File: src/rtl/tl_burst_rr_scheduler.sv
// Burst-aware round-robin scheduler for one shared TileLink A/C channel.
// Holds a grant from the first visible beat until the final beat of that message fires.
module tl_burst_rr_scheduler #(
  parameter int unsigned NumReq    = 4,
  parameter int unsigned DataWidth = 64,
  parameter int unsigned SizeWidth = 3,
  parameter int unsigned MaxSize   = 6
) (
  input  logic                        clk_i,
  input  logic                        rst_ni,
  input  logic [NumReq-1:0]           req_valid_i,
  input  logic [NumReq-1:0]           req_data_i,
  input  logic [NumReq*SizeWidth-1:0] req_size_i,
  output logic [NumReq-1:0]           req_ready_o,
  output logic                        dev_valid_o,
  input  logic                        dev_ready_i,
  output logic [NumReq-1:0]           sel_o,
  output logic                        last_o,
  output logic                        busy_o
);

  localparam int unsigned NonBurstSize = $clog2(DataWidth / 8);
  localparam int unsigned MaxBeats     = (MaxSize > NonBurstSize) ?
                                         (1 << (MaxSize - NonBurstSize)) : 1;
  localparam int unsigned BeatW        = $clog2(MaxBeats + 1);
  localparam int unsigned IdxW         = (NumReq > 1) ? $clog2(NumReq) : 1;

  typedef enum logic [0:0] {StIdle, StLocked} state_e;

  // Oversized requests saturate to the MaxSize burst length.
  function automatic logic [BeatW-1:0] burst_len(input logic data,
                                                 input logic [SizeWidth-1:0] size);
    int unsigned s;
    s = 32'(size);
    if (s > MaxSize) s = MaxSize;
    if (data && (s > NonBurstSize)) return BeatW'(32'(1) << (s - NonBurstSize));
    return BeatW'(1);
  endfunction

  function automatic logic [IdxW-1:0] next_idx(input logic [IdxW-1:0] idx);
    if (32'(idx) == NumReq - 1) return '0;
    return idx + IdxW'(1);
  endfunction

  state_e           r_state;
  logic [IdxW-1:0]  r_idx;
  logic [IdxW-1:0]  r_prio;
  logic [BeatW-1:0] r_beats;

  logic             w_any;
  logic [IdxW-1:0]  w_pick;
  logic [IdxW-1:0]  w_idx;
  logic [BeatW-1:0] w_len;
  logic             w_fire;

  assign w_any  = |req_valid_i;
  assign busy_o = (r_state == StLocked);

  // Scan from the farthest offset down so the nearest valid at/after r_prio wins.
  always_comb begin
    int unsigned t;
    t      = 0;
    w_pick = r_prio;
    for (int unsigned k = NumReq; k > 0; k--) begin
      t = 32'(r_prio) + k - 1;
      if (t >= NumReq) t = t - NumReq;
      if (req_valid_i[IdxW'(t)]) w_pick = IdxW'(t);
    end
  end

  assign w_idx = (r_state == StLocked) ? r_idx : w_pick;
  assign w_len = burst_len(req_data_i[w_idx], req_size_i[w_idx*SizeWidth +: SizeWidth]);

  always_comb begin
    sel_o       = '0;
    req_ready_o = '0;
    dev_valid_o = 1'b0;
    last_o      = 1'b0;
    w_fire      = 1'b0;
    unique case (r_state)
      StIdle: begin
        sel_o[w_pick]       = w_any;
        req_ready_o[w_pick] = w_any & dev_ready_i;
        dev_valid_o         = w_any;
        w_fire              = w_any & dev_ready_i;
        last_o              = w_fire && (w_len == BeatW'(1));
      end
      StLocked: begin
        sel_o[r_idx]       = 1'b1;
        req_ready_o[r_idx] = dev_ready_i;
        dev_valid_o        = req_valid_i[r_idx];
        w_fire             = req_valid_i[r_idx] & dev_ready_i;
        last_o             = w_fire && ((r_beats == BeatW'(1)) ||
                                        ((r_beats == '0) && (w_len == BeatW'(1))));
      end
    endcase
  end

  always_ff @(posedge clk_i or negedge rst_ni) begin
    if (!rst_ni) begin
      r_state <= StIdle;
      r_idx   <= '0;
      r_prio  <= '0;
      r_beats <= '0;
    end else begin
      unique case (r_state)
        StIdle: begin
          if (w_any) begin
            if (last_o) begin
              r_prio <= next_idx(w_pick);
            end else begin
              // A stalled first beat locks too, so the visible grant never moves.
              r_state <= StLocked;
              r_idx   <= w_pick;
              r_beats <= w_fire ? (w_len - BeatW'(1)) : w_len;
            end
          end
        end
        StLocked: begin
          if (w_fire) begin
            if (last_o) begin
              r_state <= StIdle;
              r_prio  <= next_idx(r_idx);
              r_beats <= '0;
            end else begin
              r_beats <= ((r_beats == '0) ? w_len : r_beats) - BeatW'(1);
            end
          end
        end
      endcase
    end
  end

  for (genvar g = 0; g < NumReq; g++) begin : g_size_chk
    a_size_legal: assert property (@(posedge clk_i) disable iff (!rst_ni)
      req_valid_i[g] |-> (32'(req_size_i[g*SizeWidth +: SizeWidth]) <= MaxSize));
  end

endmodule
File: config.mk
export PLATFORM = sky130hd
export DESIGN_NAME = tl_burst_rr_scheduler
export DESIGN_NICKNAME = d
export VERILOG_FILES = /design/src/rtl/tl_burst_rr_scheduler.sv
export SDC_FILE = /design/constraint.sdc
export NUM_CORES = 1
export LEC_CHECK = 0
export BUFFER_PORTS_ARGS = -buffer_cell sky130_fd_sc_hd__clkbuf_2
export CORE_MARGIN = 10
export CORE_UTILIZATION = 35
export CTS_CLUSTER_SIZE = 16
export DETAILED_ROUTE_END_ITERATION = 7
export PLACE_DENSITY = 0.58
export SETUP_SLACK_MARGIN = 0.2
export SLEW_MARGIN = 20
export SYNTH_ARGS = -nofsm -noshare
export SYNTH_HDL_FRONTEND = slang
export SYNTH_SLANG_ARGS = --single-unit
File: constraint.sdc
create_clock -name clk_i -period 19.6 [get_ports clk_i]
set_clock_uncertainty 0.15 [all_clocks]
set_input_delay 5.88 -clock clk_i [delete_from_list [all_inputs] [get_ports clk_i]]
set_output_delay 5.88 -clock clk_i [all_outputs]
set_load 0.02 [all_outputs]
==> results_dict.tcl, run 1 <==
set metrics [dict create \
    period_share_pct 78.91 \
    grt_max_degree 22 \
    cts_tree "built" \
    h-tree-depth 1 \
    clock_latency_ps 230 \
    cts.repair.resized 0 \
    slew_violations 0 \
    synth_top_area_cell "dfrtp_1" \
    rrSetupSlack_ps 14900 \
    syn-num-nets 210 \
    placedInstanceArea_um2 1642 \
    dr.pass1.iters 4 \
    synthCells 174 \
    min-delay-start "r_beats[1]" \
    netlist_area_um2 1438 \
    r2r-start "r_prio[1]" \
    rsz0062_at_grt "no" \
    p_sw_w 0.0001695 \
    r2r-end "r_beats[3]" \
    critPathKind "in -> out" \
    die_x_um 84.09 \
    grt_util_all_layers_pct 10.24 \
    holdBufCountCts 0 \
    fmax_mhz 64.65 \
    end_kind "primary output" \
    clkPwrFrac_pct 6.6 \
    hold_depth 1 \
    postCtsSetupBuffers 0 \
    synth_edf_count 0 \
    viasPerCell 5.234 \
    cap_violations 0 \
    p_leak_nw 0.7322 \
    vias 1340 \
    hold_violations 0 \
    worstPathRequired_ps 13570 \
    setup_viol 0 \
    drc 0 \
    syn_to_final_growth_pct 17.32 \
    path_clk_slew_ps 40 \
    yosysSeqAreaShare_pct 15.67 \
    stdcell_area_um2 1687 \
    synth_top_area_share_pct 15.67 \
    routed_wl_um 3673 \
    grt-ovfl-total 0 \
    antenna_found_initial 0 \
    nets 243 \
    p_sw_share_pct 54.77 \
    dieHeight_um 84.09 \
    synth_warnings 0 \
    start_kind "primary input" \
    p_int_w 0.0001400 \
    synthFlopType "dfrtp_1" \
    io_buffers 33 \
    start_util_pct 35.94 \
    die_area_um2 7071 \
    path_max_fanout 9 \
    holdCritPathClass "reg -> reg" \
    ys_seq_elements 9 \
    rr_worst_depth 18 \
    ir_drop_mv 0.08319 \
    worstMarginPinSlew_ps 749.9 \
    num_antenna_cells 0 \
    drt_iter0_markers 61 \
    cts_sinks 9 \
    yosys-top-cells-area "dfrtp_1 (16%), ha_1 (11%), nand2_1 (4.7%)" \
    max_slew_margin_pct 50.00 \
    netlist-cell-type-count 56 \
    post_drt_wl_per_cell_um 14.35 \
    finalCriticalPeriod_ps 15470 \
    min_delay_worst_endpoint "r_beats[1]" \
    run_status "finished clean" \
    first_global_vias 1357 \
    num_io_pins 34 \
    ant_nets 0 \
    grt_pass1_wl_um 6375 \
    hpwl_um 3118 \
    clockRootBuffer "clkbuf_8" \
    gp_congestion 0.8435 \
    power.total_w 0.0003095 \
    power_frac_comb_pct 78.1 \
    synthArstFlopShare_pct 100.0 \
    final_layout_size_suffix_gt1_share_pct 27.18 \
    powerDensity_nw_per_um2 183.5 \
    worst_ep_arrival_time_ps 9440 \
    syn_area_per_cell_um2 8.262 \
    cts_buffers 3 \
    finalSetupTns_ps 0 \
    coreArea_um2 4000 \
    worst_hold_slack_ps 425.7 \
    num_rows 23 \
    clockBufferDepth 2 \
    p_seq_share_pct 15.3 \
]
## cells in the final DEF, fill, tap and decap left out, drive strengths merged, types with 7 or more instances in the layout
| cell type | count |
|---|---|
| nand3 | 12 |
| nand2 | 18 |
| mux2 | 7 |
| dfrtp | 9 |
| ha | 13 |
| clkbuf | 37 |
| inv | 10 |
| nor2 | 15 |
| o21ai | 8 |
## cell type report
type	instances	area [um2]
Fill cell	410	2313
Multi-Input combinational cell	149	1142
Tap cell	50	62.56
Inverter	11	46.29
Timing Repair Buffer	33	165.2
Sequential cell	9	225.2
Clock buffer	4	45.04
## Yosys cell counts, types with 2 or more instances
library cell / n
nand2_1: 18
dfrtp_1: 9
and2_1: 6
clkbuf_1: 3
nor2_1: 15
nand3_1: 12
a21oi_1: 4
nor2b_1: 5
o22ai_1: 2
o41a_1: 2
ha_1: 13
mux2_4: 2
o211ai_1: 2
o31a_1: 2
mux2_1: 2
mux2i_1: 4
a31oi_1: 4
o31ai_4: 2
mux2_2: 3
inv_1: 10
nor3_1: 5
nand2b_1: 3
a22o_1: 4
o21a_1: 5
o221ai_1: 2
o21ai_0: 5
## metal layers
layer / wire [um] / track usage (%) / share of wire [%] / up-vias
li1: - / - / - / 705
met4: 14 / 2.740 / 0.38 / 0
met1: 1835 / 13.64 / 50 / 597
met3: 240 / 1.855 / 6.5 / 2
met5: 0 / 0 / 0 / -
met2: 1583 / 16.25 / 43 / 36
## cells by family after synthesis
kind of cell | Yosys count | share of synthesized area [%]
flops | 9 | 15.67
compound gates | 48 | 28.98
mux | 12 | 10.36
fa+ha+maj | 13 | 11.31
simple gates | 74 | 27.59
buf+inv | 16 | 4.874
xor+xnor | 2 | 1.219
## state kept, by name, indices dropped and copies added, names as in the netlist
signal and count:
busy_o 1, r_beats 4, r_idx 2, r_prio 2
## worst max-delay path by stage
stage / from / endpoint / slack, ps / cells after the start
finish: req_valid_i[0] / last_o / 4130 / 16
global route: req_valid_i[0] / last_o / 3810 / 16
CTS: req_valid_i[0] / last_o / 4120 / 16
detailed placement: req_valid_i[0] / last_o / 4150 / 16
global placement: req_valid_i[0] / last_o / 4220 / 16
floorplan: req_valid_i[2] / last_o / 4730 / 15
## power by group through the flow
stage,clock (W),combinational [W],sequential (W)
after floorplan,0,0.000200,0.0000374
after global placement,0,0.000243,0.0000477
after detailed placement,0,0.000243,0.0000473
after CTS,0.0000214,0.000245,0.0000470
after global routing,0.0000228,0.000274,0.0000496
final,0.0000205,0.000242,0.0000474
## worst max-delay path, cell delays in order
cell	delay (ps)
clkbuf_2	150
and2b_4	210
o21ba_2	240
nor4_4	290
nand2b_1	370
mux2_4	400
nor2_1	120
ha_1	140
inv_1	40
ha_1	350
nand3_1	140
o31ai_4	260
ha_1	280
o21ai_1	120
a21oi_2	230
clkbuf_2	210
## stage by stage
stage	cells	worst slack, ps	util, %
finish	256	4133	42.16
global route	256	3814	42.16
CTS	256	4123	42.16
detailed placement	252	4148	41.04
global placement	252	4223	41.04
floorplan	174	4729	-
Note: power is estimated with default switching activity, not from simulation.
==> run 2, diff against run 1 <==
--- a/config.mk
+++ b/config.mk
@@ -10,7 +10,7 @@
 export CORE_UTILIZATION = 35
 export CTS_CLUSTER_SIZE = 16
 export DETAILED_ROUTE_END_ITERATION = 7
-export PLACE_DENSITY = 0.58
+export PLACE_DENSITY = 0.6
 export SETUP_SLACK_MARGIN = 0.2
 export SLEW_MARGIN = 20
 export SYNTH_ARGS = -nofsm -noshare
==> constraint.sdc (replaced) <==
create_clock -name clk_i -period 13.5 [get_ports clk_i]
set_clock_uncertainty 0.15 [all_clocks]
set_input_delay 4.05 -clock clk_i [delete_from_list [all_inputs] [get_ports clk_i]]
set_output_delay 4.05 -clock clk_i [all_outputs]
set_load 0.02 [all_outputs]
==> run 2 against run 1 <==
Cell count is the same. Design area unchanged. Worst hold slack lost 10 ps. Flip-flop and latch count unchanged. Die area did not move. Critical path depth unchanged. Critical path type unchanged. Largest cell class unchanged. Largest power group unchanged.
==> results_dict.tcl, run 2 (synthesis gave the netlist of run 1 again) <==
set metrics [dict create \
    crit_buf_inv 3 \
    p_int_w 0.0002031 \
    die_area_um2 7071 \
    start_kind "primary input" \
    h-tree-depth 1 \
    worst_hold_slack_ps 415.3 \
    path_delay_family "simple AND/OR/NAND/NOR gates" \
    setup_viol 0 \
    num_rows 23 \
    drc 0 \
    start_util_pct 35.94 \
    power_frac_comb_pct 78.1 \
    p_sw_w 0.0002485 \
    num_antenna_cells 0 \
    grt_pass1_wl_um 6658 \
    dieHeight_um 84.09 \
    period_share_pct 87.22 \
    placedInstanceArea_um2 1642 \
    clockBufferDepth 2 \
    rsz0062_at_grt "no" \
    p_seq_share_pct 15.3 \
    final_common_cell "clkbuf_2" \
    path_cells "clkbuf_2 -> and2b_4 -> o21ba_2 -> nor4_4 -> nand2b_1 -> mux2_4 -> nor2_1 -> ha_1 -> inv_1 -> ha_1 -> nand3_1 -> o31ai_4 -> ha_1 -> o21ai_1 -> a21oi_2 -> clkbuf_2" \
    routed_wl_um 3710 \
    post-route-util_pct 42.16 \
    grt_util_all_layers_pct 10.62 \
    first_global_vias 1340 \
    clockRootBuffer "clkbuf_8" \
    cpMostUsedCell "ha_1" \
    cpMaxStageDelayCell "mux2_4" \
    hold_violations 0 \
    holdCritPathClass "reg -> reg" \
    final_layout_size_suffix_gt1_share_pct 27.18 \
    top_register "r_beats" \
    dr.pass1.iters 4 \
    grt_max_degree 22 \
    end_kind "primary output" \
    power.total_w 0.0004515 \
    stdcell_area_um2 1687 \
    critPathKind "in -> out" \
    crit_path_max_incr_delay_ps 400 \
    gp_congestion 0.8358 \
    path_max_fanout 9 \
    clkPwrFrac_pct 6.6 \
    finalCriticalPeriod_ps 11770 \
    finalSetupTns_ps 0 \
    coreArea_um2 4000 \
    cap_violations 0 \
    vias 1371 \
    hpwl_um 3085 \
    antenna_found_initial 0 \
    clock_latency_ps 230 \
    p_leak_nw 0.7322 \
    syn_to_final_growth_pct 17.32 \
    run_status "finished clean" \
    largest_reg_flops 4 \
    drt_iter0_markers 72 \
    cts_sinks 9 \
    grt-ovfl-total 0 \
    worst_ep_arrival_time_ps 7570 \
    worstMarginPinSlew_ps 782.4 \
    nets 243 \
    ant_nets 0 \
    max_slew_margin_pct 47.84 \
    cts.repair.resized 0 \
    powerDensity_nw_per_um2 267.7 \
    cts_buffers 3 \
    worstPathRequired_ps 9300 \
    post_drt_wl_per_cell_um 14.49 \
    io_buffers 33 \
    postCtsSetupBuffers 0 \
    die_x_um 84.09 \
    ir_drop_mv 0.1180 \
    path_clk_slew_ps 40 \
    top_regs "r_beats: 4 flops, r_idx: 2 flops, r_prio: 2 flops" \
    holdBufCountCts 0 \
    cts_tree "built" \
    p_sw_share_pct 55.02 \
    viasPerCell 5.355 \
    fmax_mhz 84.93 \
    slew_violations 0 \
    final_cell_mix "clkbuf_2 (33), nand2_1 (18), nor2_1 (15), ha_1 (13), nand3_1 (12)" \
    num_io_pins 34 \
]
-- run 2: cell counts in the layout (fill, tap and decap cells not counted) --
Identical to the previous run, type by type.
-- run 2: layer usage --
layer | global-route usage (%) | vias to the layer above | routed length (um) | part of all wire (%)
met5 | 0 | - | 0 | 0
met4 | 2.740 | 0 | 14 | 0.38
met3 | 2.051 | 2 | 191 | 5.1
met2 | 15.98 | 30 | 1547 | 42
met1 | 14.83 | 628 | 1956 | 53
li1 | - | 711 | - | -
-- run 2: path summary, 6_finish.rpt --
| path | startpoint | endpoint | slack [ps] | depth (start not counted) |
|---|---|---|---|---|
| setup / recovery | req_valid_i[0] | last_o | 1730 | 16 |
| hold / removal | r_beats[1] | r_beats[1] | 420 | 1 |
| setup reg to reg | r_prio[0] | r_beats[3] | 8870 | 17 |
| hold reg to reg | r_beats[1] | r_beats[1] | 420 | 1 |
| max in group asynchronous | rst_ni | r_prio[1] | 9500 | 1 |
| min in group asynchronous | rst_ni | busy_o | 3520 | 1 |
-- run 2: worst reg2reg max path, stage by stage (launching register included) --
cell	delay, ps
dfrtp_1	410
and2b_4	230
o21ba_2	240
nor4_4	290
nand2b_1	370
mux2_4	400
nor2_1	120
ha_1	140
inv_1	40
ha_1	350
and2_1	220
nand2_1	100
ha_1	260
nand3_1	100
nor3_1	50
nand4b_1	310
or4b_1	560
a31oi_1	190
-- run 2: area by class of cell --
class / instances / area, um2
multi-input cells: 149 / 1142
well taps: 50 / 62.56
flip-flops and latches: 9 / 225.2
fillers: 402 / 2313
repair buffers: 33 / 165.2
inverters: 11 / 46.29
clock buffers: 4 / 45.04
-- run 2: power by group through the flow --
stage | logic, W | clock network (W) | registers [W]
after detailed placement | 0.000352 | 0 | 0.0000688
after floorplan | 0.000291 | 0 | 0.0000543
after global routing | 0.000399 | 0.0000328 | 0.0000722
after CTS | 0.000355 | 0.0000307 | 0.0000685
after global placement | 0.000352 | 0 | 0.0000695
final | 0.000353 | 0.0000298 | 0.0000692
-- run 2: per-stage QoR --
stage | setup WS [ps] | instances
floorplan | 2289 | 174
global placement | 1778 | 252
detailed placement | 1727 | 252
CTS | 1714 | 256
global route | 1429 | 256
finish | 1726 | 256
==> run 3, diff against run 2 <==
--- a/config.mk
+++ b/config.mk
@@ -5,12 +5,13 @@
 export SDC_FILE = /design/constraint.sdc
 export NUM_CORES = 1
 export LEC_CHECK = 0
+export ABC_AREA = 1
 export BUFFER_PORTS_ARGS = -buffer_cell sky130_fd_sc_hd__clkbuf_2
 export CORE_MARGIN = 10
-export CORE_UTILIZATION = 35
+export CORE_UTILIZATION = 45
 export CTS_CLUSTER_SIZE = 16
 export DETAILED_ROUTE_END_ITERATION = 7
-export PLACE_DENSITY = 0.6
+export PLACE_DENSITY = 0.72
 export SETUP_SLACK_MARGIN = 0.2
 export SLEW_MARGIN = 20
 export SYNTH_ARGS = -nofsm -noshare
==> run 3 against run 2 <==
First-iteration DRC count is 19% lower. Total power is 18% higher. Design area is 9.3% higher. Fmax hardly changed. Clock power is 36% lower. Largest cell class unchanged. Largest power group unchanged.
==> results_dict.tcl, run 3 <==
set metrics [dict create \
    run_status "finished clean" \
    cts.repair.resized 0 \
    routed_wl_um 3916 \
    ys_seq_elements 9 \
    p_sw_w 0.0003297 \
    antenna_found_initial 0 \
    die_area_um2 6449 \
    h-tree-depth 1 \
    finalCriticalPeriod_ps 11780 \
    cpMaxStageDelayCell "ha_1" \
    p_int_w 0.0002014 \
    powerDensity_nw_per_um2 287.9 \
    synthFlopType "dfrtp_1" \
    nFillCells 372 \
    rsz0062_at_grt "no" \
    p_sw_share_pct 62.08 \
    post_drt_wl_per_cell_um 11.03 \
    cts_tree "built" \
    coreArea_um2 3416 \
    grt_pass1_wl_um 6762 \
    synth_top_area_share_pct 19.72 \
    end_kind "primary output" \
    netlist-cell-type-count 33 \
    placedInstanceArea_um2 1818 \
    synth_warnings 0 \
    viasPerCell 4.786 \
    critPathKind "in -> out" \
    cap_violations 0 \
    num_antenna_cells 0 \
    ir_drop_mv 0.1232 \
    num_io_pins 34 \
    clockRootBuffer "clkbuf_4" \
    final_common_cell "nand2_1" \
    synth.mux.area_fraction_pct 0 \
    stdcell_area_um2 1844 \
    clkPwrFrac_pct 3.6 \
    netlist_top_cells_count "nand2_1 (86), inv_1 (49), nand3_1 (33)" \
    rrSetupSlack_ps 9300 \
    path_clk_slew_ps 50 \
    synth_edf_count 0 \
    cts_sinks 9 \
    clock_latency_ps 240 \
    grt_max_degree 15 \
    fmax_mhz 84.92 \
    synthArstFlopShare_pct 100.0 \
    die_x_um 80.31 \
    postCtsSetupBuffers 0 \
    start_kind "primary input" \
    drc 0 \
    p_leak_nw 1.128 \
    vias 1699 \
    yosysMostFrequentCell "nand2_1" \
    synth_compound_area_share_pct 12.61 \
    synth_top_family_by_area "simple AND/OR/NAND/NOR gates" \
    cts_buffers 3 \
    holdBufCountCts 0 \
    min-delay-start "r_beats[1]" \
    rr_worst_depth 33 \
    yosys-top-cells-area "nand2_1 (20%), dfrtp_1 (14%), inv_1 (11%)" \
    io_buffers 33 \
    netlist_area_um2 1637 \
    syn_area_per_cell_um2 5.887 \
    max_slew_margin_pct 65.06 \
    final_layout_size_suffix_gt1_share_pct 22.98 \
    yosys.area_share.simple_pct 46.02 \
    worstPathRequired_ps 9300 \
    hold_violations 0 \
    synth_top_area_cell "nand2_1" \
    first_global_vias 1624 \
    synth_fa_ha_area_share_pct 9.939 \
    dr.pass1.iters 5 \
    min_delay_worst_endpoint "r_beats[1]" \
    crit_path_max_incr_delay_ps 280 \
    path_max_fanout 14 \
    syn-num-nets 314 \
    synth_xor_area_share_pct 1.070 \
    start_util_pct 47.91 \
    multi_input_area_um2 1140 \
    largest_reg_flops 4 \
    worst_ep_arrival_time_ps 7580 \
    worstMarginPinSlew_ps 523.5 \
    hpwl_um 3357 \
    top_register "r_beats" \
    synthCells 278 \
    syn_to_final_growth_pct 12.69 \
    holdCritPathClass "reg -> reg" \
    r2r-start "r_prio[0]" \
    hold_depth 2 \
    gp_congestion 0.8848 \
    yosysSeqAreaShare_pct 13.76 \
    ant_nets 0 \
    nets 346 \
    num_rows 21 \
    setup_viol 0 \
    grt-ovfl-total 0 \
    p_seq_share_pct 11.2 \
    dieHeight_um 80.31 \
    cpMostUsedCell "nand2_1" \
    clockBufferDepth 2 \
    finalSetupTns_ps 0 \
    power_frac_comb_pct 85.2 \
    period_share_pct 87.23 \
    slew_violations 0 \
    top_regs "r_beats: 4 flops, r_idx: 2 flops, r_prio: 2 flops" \
    seq_area_um2 225.2 \
    drt_iter0_markers 58 \
    final_cell_mix "nand2_1 (86), inv_1 (49), nand3_1 (33), clkbuf_2 (33)" \
    grt_util_all_layers_pct 12.18 \
    r2r-end "r_beats[1]" \
]
[run 3: cell types whose count changed in the layout (fill, tap and decap cells not counted), sizes merged, moves of 5 or more]
cell	delta
nand2	+78
and2	-6
nor2b	-6
inv	+50
mux2	-7
nor3	-5
nand3	+26
a21oi	+7
o21a	-5
[run 3: logic make-up (layout without fill, tap and decap cells)]
kind of cell / Yosys count / count (layout)
and+or+nand+nor: 156 / 156
buffers and inverters: 66 / 97
AOI/OAI and AO/OA: 32 / 32
adders and majority gates: 13 / 13
DFF: 9 / 9
xor gates and xnor gates: 2 / 2
[run 3: how the worst max path moves through the flow]
stage / slack (ps) / endpoint / cells past startpoint / startpoint
after floorplan: 2440 / last_o / 34 / req_valid_i[1]
after global placement: 1790 / last_o / 35 / req_valid_i[1]
after detailed placement: 1710 / last_o / 34 / req_valid_i[1]
after CTS: 1700 / last_o / 34 / req_valid_i[1]
after global routing: 1240 / last_o / 35 / req_valid_i[1]
final: 1720 / last_o / 34 / req_valid_i[1]
[run 3: area by class of cell]
cell class	count	area share [%]
multi-input combinational	203	61.80
inverter	60	12.48
sequential	9	12.21
timing repair buffer	33	8.955
tap	46	3.121
clock buffer	4	1.425
[run 3: power by group through the flow]
stage / combinational [W] / clock, W / sequential, W
final: 0.000453 / 0.0000190 / 0.0000594
after detailed placement: 0.000454 / 0 / 0.0000596
after CTS: 0.000456 / 0.0000201 / 0.0000592
after floorplan: 0.000383 / 0 / 0.0000510
after global routing: 0.000522 / 0.0000222 / 0.0000624
after global placement: 0.000450 / 0 / 0.0000598
[run 3: worst max-delay path: cells and delay by family]
family,cells,cell delay (ps)
buffers and inverters,9,660
adder cells (fa/ha/maj),3,570
AO/OA/AOI/OAI,2,310
AND/OR/NAND/NOR,20,1980
[run 3: per-layer routing]
metal	share of wire [%]	global-route usage, %	wire length [um]	vias to the layer above
li1	-	-	-	924
met5	0	0	0	-
met1	49	15.97	1909	727
met3	7.6	2.227	296	2
met4	0.41	2.993	16	0
met2	43	19.90	1694	46
[run 3: per-stage QoR]
| stage | setup WS, ps | instances | hold slack [ps] | util [%] | power [W] |
|---|---|---|---|---|---|
| after CTS | 1701 | 355 | 400.1 | 53.99 | 0.0005348 |
| final | 1724 | 355 | 398.3 | 53.99 | 0.0005310 |
| after global placement | 1790 | 351 | 375.4 | 53.22 | 0.0005098 |
| after floorplan | 2435 | 278 | 343.7 | - | 0.0004342 |
| after detailed placement | 1713 | 351 | 388.2 | 53.22 | 0.0005132 |
| after global routing | 1244 | 355 | 459.7 | 53.99 | 0.0006062 |
